### config.mk
export PLATFORM = sky130hd
export DESIGN_NAME = mem_access
export DESIGN_NICKNAME = d
export VERILOG_FILES = /design/src/rtl/mem_access.sv
export SDC_FILE = /design/constraint.sdc
export NUM_CORES = 1
export LEC_CHECK = 0
export ABC_AREA = 1
export BUFFER_PORTS_ARGS = -buffer_cell sky130_fd_sc_hd__buf_4
export CAP_MARGIN = 20
export CORE_UTILIZATION = 25
export CTS_CLUSTER_DIAMETER = 100
export DETAILED_ROUTE_END_ITERATION = 8
export REMOVE_ABC_BUFFERS = 1
export SKIP_LAST_GASP = 1
export SLEW_MARGIN = 20
export SYNTH_ARGS = -nofsm -noshare
export SYNTH_HDL_FRONTEND = slang
export SYNTH_SLANG_ARGS = --single-unit
### constraint.sdc
create_clock -name clk -period 4.3 [get_ports clk]
set_input_delay 0.43 -clock clk [delete_from_list [all_inputs] [get_ports clk]]
set_output_delay 0.43 -clock clk [all_outputs]
set_load 0.02 [all_outputs]
### src/rtl/mem_access.sv
// Memory-access pipeline stage: holds one instruction, issues data-memory requests, extracts load data.
// Optional MEM_ADDR_EXC_EN: misaligned half/word accesses raise address errors instead of being issued.
module mem_access (
  input  logic        clk,
  input  logic        reset,
  input  logic        exe_valid,
  input  logic        exe_load,
  input  logic        exe_store,
  input  logic [1:0]  exe_size,
  input  logic        exe_sign,
  input  logic [31:0] exe_addr,
  input  logic [31:0] exe_wdata,
  input  logic [31:0] exe_result,
  input  logic        exe_wen,
  input  logic [4:0]  exe_wdest,
  input  logic [31:0] exe_pc,
  output logic        mem_allowin,
  output logic        dm_req,
  output logic        dm_wr,
  output logic [31:0] dm_addr,
  output logic [3:0]  dm_be,
  output logic [31:0] dm_wdata,
  input  logic        dm_gnt,
  input  logic        dm_rvalid,
  input  logic [31:0] dm_rdata,
  input  logic        wb_allowin,
  input  logic        cancel,
  output logic        wb_valid,
  output logic [31:0] wb_result,
  output logic        wb_wen,
  output logic [4:0]  wb_wdest,
  output logic [31:0] wb_pc,
  output logic        wb_raddr_err,
  output logic        wb_waddr_err,
  output logic [31:0] wb_badaddr,
  output logic [4:0]  MEM_wdest
);

  localparam logic [2:0] S_EMPTY = 3'd0;
  localparam logic [2:0] S_REQ   = 3'd1;
  localparam logic [2:0] S_WAIT  = 3'd2;
  localparam logic [2:0] S_DONE  = 3'd3;
  localparam logic [2:0] S_DRAIN = 3'd4;

  typedef struct packed {
    logic        load;
    logic        store;
    logic [1:0]  size;
    logic        sign;
    logic [31:0] addr;
    logic [31:0] wdata;
  } mreq_t;

  logic [2:0]  state, state_nxt;
  mreq_t       hold;
  logic        accept;
  logic        misalign;
  logic        raddr_err, waddr_err;
  logic [31:0] rshift, ld_data;

  assign misalign = (exe_size == 2'd1 && exe_addr[0]) ||
                    (exe_size == 2'd2 && exe_addr[1:0] != 2'b00);
`ifdef MEM_ADDR_EXC_EN
  assign raddr_err = exe_load  & misalign;
  assign waddr_err = exe_store & misalign;
`else
  assign raddr_err = 1'b0;
  assign waddr_err = 1'b0;
`endif

  assign mem_allowin = !cancel && (state == S_EMPTY || (state == S_DONE && wb_allowin));
  assign accept      = exe_valid && mem_allowin;

  always_comb begin
    state_nxt = state;
    case (state)
      S_EMPTY: state_nxt = S_EMPTY;
      S_REQ:   if (dm_gnt) state_nxt = hold.store ? S_DONE : S_WAIT;
      S_WAIT:  if (dm_rvalid) state_nxt = S_DONE;
      S_DONE:  if (wb_allowin) state_nxt = S_EMPTY;
      S_DRAIN: if (dm_rvalid) state_nxt = S_EMPTY;
      default: state_nxt = S_EMPTY;
    endcase
    // A new accept can only happen from EMPTY or a retiring DONE, so it overrides the above
    if (accept)
      state_nxt = ((exe_load || exe_store) && !raddr_err && !waddr_err) ? S_REQ : S_DONE;
    if (cancel) begin
      case (state)
        S_WAIT:  state_nxt = S_DRAIN;
        S_DRAIN: state_nxt = dm_rvalid ? S_EMPTY : S_DRAIN;
        default: state_nxt = S_EMPTY;
      endcase
    end
  end

  always_ff @(posedge clk or posedge reset) begin
    if (reset) state <= S_EMPTY;
    else       state <= state_nxt;
  end

  // Load lane extraction; misaligned halves simply take whatever lies above the lane
  assign rshift = dm_rdata >> {hold.addr[1:0], 3'b000};
  always_comb begin
    case (hold.size)
      2'd0:    ld_data = {{24{hold.sign & rshift[7]}},  rshift[7:0]};
      2'd1:    ld_data = {{16{hold.sign & rshift[15]}}, rshift[15:0]};
      default: ld_data = dm_rdata;
    endcase
  end

  always_ff @(posedge clk or posedge reset) begin
    if (reset) begin
      hold         <= '0;
      wb_result    <= '0;
      wb_wen       <= 1'b0;
      wb_wdest     <= '0;
      wb_pc        <= '0;
      wb_raddr_err <= 1'b0;
      wb_waddr_err <= 1'b0;
      wb_badaddr   <= '0;
    end else if (accept) begin
      hold         <= '{load: exe_load, store: exe_store, size: exe_size,
                        sign: exe_sign, addr: exe_addr, wdata: exe_wdata};
      wb_result    <= exe_result;
      wb_wen       <= exe_wen;
      wb_wdest     <= exe_wdest;
      wb_pc        <= exe_pc;
      wb_raddr_err <= raddr_err;
      wb_waddr_err <= waddr_err;
      wb_badaddr   <= (raddr_err || waddr_err) ? exe_addr : 32'd0;
    end else if (state == S_WAIT && dm_rvalid && !cancel) begin
      wb_result    <= ld_data;
    end
  end

  always_comb begin
    dm_req   = (state == S_REQ) && !cancel;
    dm_wr    = dm_req & hold.store;
    dm_addr  = dm_req ? {hold.addr[31:2], 2'b00} : 32'd0;
    dm_be    = 4'b0000;
    dm_wdata = 32'd0;
    if (dm_req) begin
      case (hold.size)
        2'd0: begin
          dm_be    = 4'b0001 << hold.addr[1:0];
          dm_wdata = {4{hold.wdata[7:0]}};
        end
        2'd1: begin
          dm_be    = 4'b0011 << hold.addr[1:0];
          dm_wdata = {2{hold.wdata[15:0]}};
        end
        default: begin
          dm_be    = 4'b1111;
          dm_wdata = hold.wdata;
        end
      endcase
    end
  end

  assign wb_valid  = (state == S_DONE);
  assign MEM_wdest = (state == S_EMPTY || state == S_DRAIN) ? 5'd0 : wb_wdest;

endmodule

# [After elaboration in Yosys (flattened, before gate mapping)]
# Index checks and enable logic that the tools add are counted.
[totals] regBits=141 in_bits=178 wordCells=59
[classes] n_eq_ne=9 shift=3 mux=20 bitwise=3 n_reduce_logical=14
[op_table] op="$mux 32" count=4
[op_table] op="$pmux 32 s2" count=2
[op_table] op="$shr 32x5->16" count=1
[op_table] op="$mux 3" count=7
[op_table] op="$ne 4x4->1 const B" count=3
[op_table] op="$pmux 3 s4" count=1
[op_table] op="$pmux 4 s2" count=1
[op_table] op="$eq 3x2->1 const B" count=2
[op_table] op="$logic_and 1x1->1" count=6
[op_table] op="$pmux 3 s2" count=1
[op_table] op="$mux 5" count=1
[op_table] op="$mux 4" count=1
[op_table] op="$ne 4x3->1 const B" count=1
[op_table] op="$reduce_and 4->1" count=1
[op_table] op="$shl 1x2->4 const A" count=1
[op_table] op="$shl 2x2->4 const A" count=1
[op_table] op="$and 1x1->1" count=3
[op_table] op="$eq 3x1->1 const B" count=1
[op_table] op="$eq 3x3->1 const B" count=1
[op_table] op="$logic_not 3->1" count=1
[op_table] op="$logic_or 1x1->1" count=3
[op_table] op="$eq 2x1->1 const B" count=1
[op_table] op="$logic_not 2->1" count=1
[op_table] op="$mux 2" count=1
[op_table] op="3 further kinds" count=3

# [Longest topological paths before layout]
# Gate-level depths: netlist (run 1).
[logic_depth] ltp_word=7 mapped_depth=12

# [Least setup slack after synthesis (run 1)]
# Ideal clock, no wire load.
[synth_timing] kind="flip-flop to output port" start="reg state[1]" end="out dm_be[1]" arrival_time_ps=1673 setup_slack_ps=2197 path_stages_with_launch=7 n_path_buf=1 path_cell_list="dfrtp_1 inv_1 nand3_1 nor2_2 inv_2 clkbuf_1 a21oi_1"
[synth_via] elab_chain_len=3
[synth_rtl] item="start: declaration" line_no="54" source="logic [2:0] state, state_nxt;"
[synth_rtl] item="start signal: assignment" line_no="98" source="else state <= state_nxt;"
[synth_rtl] item="$eq 3x1->1" line_no="137" source="dm_req = (state == S_REQ) && !cancel;"
[synth_rtl] item="$logic_and 1x1->1" line_no="137"
[synth_rtl] item="net dm_req" line_no="18" source="output logic dm_req,"
[synth_rtl] item="$mux 4" line_no="142" source="if (dm_req) begin"
[synth_rtl] item="end: declaration" line_no="21" source="output logic [3:0] dm_be,"
# The timed path passes the listed nets, and every way through them passes these cells.

# [Final worst setup path (run 1)]
[layout_timing] start="reg state[1]" end="out dm_be[2]"
[layout_via] elab_chain_len=3
[layout_rtl] item="$eq 3x1->1" line_no="137"
[layout_rtl] item="$logic_and 1x1->1" line_no="137"
[layout_rtl] item="$mux 4" line_no="142"
# Every way passes these cells.

==> run metrics, run 1 <==
status=completed; postcts setup bufs=0; Die ar.=31870 um^2; Core Rows=64; Worst-Margin Slew=0.9592 ns; worst-skew pair later-pin latency=0.42 ns; commonest non-fill, non-tap cells in the layout=nand2_1 (466), buf_4 (327), dfrtp_1 (140); buffers added on ports=322; Slew Limit Fails=0; chip width=178.5 um; share of cells above drive strength 1=26.81%; # IOs=between 300 and 400; Pre-Repair DR Iteration Count=6; vias in the first global route=about 7400; Period minus WS final=3.642 ns; cell area after synthesis=approximately 7800 um^2; drt total wl=26550 um; Num CTS Buffers=17; placed cell areas=10330 um^2; area growth from synthesis to layout=40.57%; Hold Crit Class=primary input to asynchronous set/reset pin; Die Span Y=178.5 um; Unique masters post-synth=26; Power, Total=approximately 7.3 mW; largest net degree at the start of global routing=109; CTS hold repair buffers=0; Setup crit start kind=flip-flop; hold slack=around 0.15 ns; Routed WL per cell=14.58 um; Pwr Density=669.2 nW/um^2; Design Area, Final=10950 um^2; Achievable Freq=274.5 MHz; Peak VDD IR=0.3057 mV; register area share after synthesis=45.29%; CTS H-tree depth=4; Crit Path Class=flip-flop to primary output; initial drt markers=339; Final HPWL DP=19170 um; endpoint type of the worst setup path=primary output; first-pass GRT wire length=40990 um; grt met1 use=22.25%; warnings from Yosys=0; CTS resizes=0; gr usage total=approximately 17%; post-route clock skew=0.007172 ns; initial antenna violation count=0; DR vias=7722; Core ar.=about 31000 um^2; Critical Path RT=3.87 ns; Post-Syn Instances=between 1000 and 1500; Clock Sinks=around 140; GRT busiest layer=met2; Layout Nets=1591; synthesis-stage register bit count=141; Final period util=84.71%; Detail Route Antenna Nets=0; via-per-instance ratio=4.241; n_diodes=0; Initial Utilization=25.47%; gp weighted congestion=0.8110; Final setup violation count=0; Syn Area/Cell=6.931 um^2; GRT overflow=0; CTS tree=built; max-cap viol count=0; commonest non-fill, non-tap cell in the layout=nand2_1; Final Hold Vio Count=0; reg2reg setup slack=1.58 ns; WP data arrival=3.21 ns; maximum root-to-sink buffer count=2; Slew HR=a little over a third; met3 usage=4.625%; RSZ-0062 raised after global routing=false; GR Util met2=26.97%; Clock Root Buffer=clkbuf_16; worst-path fanout max=50; CTS clk-pin slew, worst paths=0.07 ns; drt drc=0; Fin Setup TNS=0 ns; Static Leak=6.238 nW
## state kept, by name, indices dropped and copies added, names as in the netlist
register   flops
hold          68
state          3
wb_pc         32
wb_result     32
wb_wdest       5
wb_wen         1
## final timing paths
kind                                 start       endpoint  cells after the start
max in group asynchronous            reset       hold[22]                      3
worst max register to register    state[0]  wb_result[11]                      9
worst min register to register   wb_pc[21]      wb_pc[21]                      2
min in group clk                exe_pc[11]      wb_pc[11]                      3
worst min-delay path                 reset       wb_pc[3]                      2
worst max-delay path              state[1]       dm_be[2]                      6
## area by class of cell
class,instances,area (um^2)
fill,3300,19640
sequential,141,3530
multi-input combinational,782,3267
timing repair buffer,329,2495
inverter,142,544.3
tap,396,495.5
clock buffer,18,429.2
clock inverter,13,190.2
## metal layers
metal | vias to the layer above | share of wire, %
met5 | - | 0
met4 | 0 | 0.87
met3 | 9 | 7.3
met2 | 284 | 47
met1 | 3502 | 45
li1 | 3927 | -
## synth_stat cells
cell type / count / area, um^2
buf_6: 10 / 112.6
inv_1: 135 / 506.7
nor2_1: 94 / 352.8
buf_4: 37 / 277.8
nand4_1: 24 / 150.1
nand2_1: 466 / 1749
o21ai_0: 26 / 130.1
nand3_1: 47 / 235.2
buf_1: 2 / 7.510
nor2_4: 1 / 11.26
inv_2: 6 / 22.52
or2_2: 9 / 56.30
clkbuf_1: 18 / 67.56
nand3_2: 1 / 10.01
o22ai_1: 1 / 6.260
nor2_2: 1 / 6.260
nor3_1: 1 / 5.000
buf_2: 27 / 135.1
conb_1: 1 / 3.750
a21oi_1: 21 / 105.1
o221ai_1: 8 / 70.07
clkinv_1: 1 / 3.750
dfrtp_1: 141 / 3528
o21bai_1: 1 / 7.510
nand2_2: 3 / 18.77
o21ai_1: 42 / 210.2
## power by group
part	switching, mW	internal, mW	leakage, nW
sequential	0.374	1.94	1.76
combinational	2.19	1.23	4.19
clock	0.623	0.973	0.289
total	3.18	4.15	6.24
## metrics by stage
stage	instances	setup WS [ns]	util (%)
3_3_place_gp	1790	1.539	33.76
6_report	1821	0.6575	35.80
4_1_cts	1821	0.9983	35.79
2_1_floorplan	1065	0.08878	-
3_5_place_dp	1790	1.471	33.76
5_1_grt	1821	0.3531	35.80
## critical path, stage by stage, from the launching register on
cell and delay [ns]:
dfrtp_1 0.44, inv_1 0.13, nand3_1 0.13, nor2_2 0.51, clkinv_2 0.86, a21oi_1 0.50
buf_4 0.21
## logic make-up (layout without fill, tap and decap cells)
logic type	after synthesis	after routing	share of synthesized area, %
other	1	36	0.04814
DFF	141	141	45.29
AOI/OAI and AO/OA	99	99	6.794
and+or+nand+nor	647	647	33.31
buffers and inverters	236	502	14.55
Power figures use the tool's default switching activity.
==> inputs of run 2 (changes only) <==
==> constraint.sdc (replaced) <==
create_clock -name clk -period 2.9 [get_ports clk]
set_input_delay 0.29 -clock clk [delete_from_list [all_inputs] [get_ports clk]]
set_output_delay 0.29 -clock clk [all_outputs]
set_load 0.02 [all_outputs]
==> run 2 against run 1 <==
Power is 51% higher. Setup slack got worse by 0.39 ns. Combinational power increased by 52%. Final cell count is 0.33% higher. Die area did not move. Clock skew fell by 0.00092 ns. Design area increased by 0.75%.
==> run metrics, run 2 (synthesis results as in run 1) <==
max reg flops=68; top flop regs=hold (68), wb_pc (32), wb_result (32); vias in the first global route=7690; via-per-instance ratio=4.274; gp weighted congestion=0.8632; first-pass GRT wire length=41410 um; CTS H-tree depth=4; Largest Register=hold; gr usage total=between 10% and 20%; n_diodes=0; post-route clock skew=~0.0063 ns; drt drc=0; Die ar.=31870 um^2; Pwr Density=1000 nW/um^2; initial antenna violation count=0; Core Rows=64; endpoint type of the worst setup path=primary output; status=completed; Setup crit start kind=flip-flop; Fin Setup TNS=0 ns; GRT overflow=0; Slew Limit Fails=0; Detail Route Antenna Nets=0; area growth from synthesis to layout=41.63%; hold slack=0.05720 ns; Final setup violation count=0; Layout Nets=1596; Static Leak=6.294 nW; FILL cells=about 3300; worst-path fanout max=13; largest net degree at the start of global routing=92; Clock Root Buffer=clkbuf_16; share of cells above drive strength 1=a little over a quarter; RSZ-0062 raised after global routing=false; Final period util=about nine tenths; Initial Utilization=25.47%; Achievable Freq=around 380 MHz; Final HPWL DP=slightly below 20000 um; WP data arrival=2.35 ns; Slew HR=54.76%; Worst-Margin Slew=about 0.68 ns; Final Hold Vio Count=0; worst-skew pair later-pin latency=0.42 ns; Crit Path Class=flip-flop to primary output; DR vias=about 8000; # IOs=359; placed cell areas=10370 um^2; Pre-Repair DR Iteration Count=5; max-cap viol count=0; buffers added on ports=approximately 320; CTS tree=built; maximum root-to-sink buffer count=2; Num CTS Buffers=17; Design Area, Final=roughly 11000 um^2; Critical Path RT=2.61 ns; final core occ=36.07%; initial drt markers=337; drt total wl=26780 um; Clock Sinks=141; Die Span Y=around 180 um; commonest non-fill, non-tap cell in the layout=nand2_1; CTS clk-pin slew, worst paths=about 0.070 ns; Core ar.=30590 um^2; commonest non-fill, non-tap cells in the layout=nand2_1 (466), buf_4 (330), dfrtp_1 (140); Peak VDD IR=0.4381 mV; Routed WL per cell=around 15 um; chip width=178.5 um; Hold Crit Class=primary input to flip-flop; Period minus WS final=2.637 ns
run 2: path summary, 6_finish.rpt:
path	startpoint	endpoint	slack, ns	depth (start not counted)
worst max-delay path	hold[66]	dm_be[1]	0.26	6
max in group asynchronous	reset	wb_result[21]	1.68	4
min in group asynchronous	reset	wb_pc[11]	0.44	3
worst min register to register	wb_pc[9]	wb_pc[9]	0.48	2
worst min-delay path	exe_pc[2]	wb_pc[2]	0.06	3
worst max register to register	hold[32]	wb_result[31]	0.70	12
run 2: cell type report:
cell class	count	area, um^2	share of cell area (%)
timing repair buffer	334	2547	23.09
clock buffer	18	439.2	3.980
inverter	142	543.0	4.922
tap	396	495.5	4.491
clock inverter	14	206.4	1.871
sequential	141	3530	31.99
multi-input combinational	782	3272	29.66
run 2: critical path: stages, from the launching register on:
cell     delay (ns)
dfrtp_2        0.35
inv_1          0.06
nand2_1        0.50
inv_1          0.33
o21ai_0        0.36
a21oi_1        0.13
buf_4          0.19
run 2: what timing repair did:
action                                 CTS  global route
hold buffers                             1             0
endpoints found under the hold margin   45             0
gates cloned                             0             0
setup endpoints to repair               50            33
pin swaps                                0             0
resized for setup                        1             1
setup buffers                            0             0
run 2: power breakdown:
part	total (mW)	leakage, nW	internal [mW]	switching [mW]
clock network	2.45	0.318	1.49	0.965
logic	5.20	4.22	1.85	3.35
registers	3.38	1.76	2.88	0.504
run 2: metrics by stage:
stage,power (mW),cells,worst slack (ns)
after floorplan,6.437,1065,-1.171
after global placement,8.624,1794,0.4637
after detailed placement,8.686,1794,0.3275
after CTS,11.20,1827,0.06142
after global routing,11.94,1827,0.1134
final,11.04,1827,0.2629
run 2: routing by layer:
layer	GRT usage [%]	part of all wire, %
met1	20.75	42
met2	28.75	49
met3	4.774	7.7
met4	4.449	1.2
met5	0	0
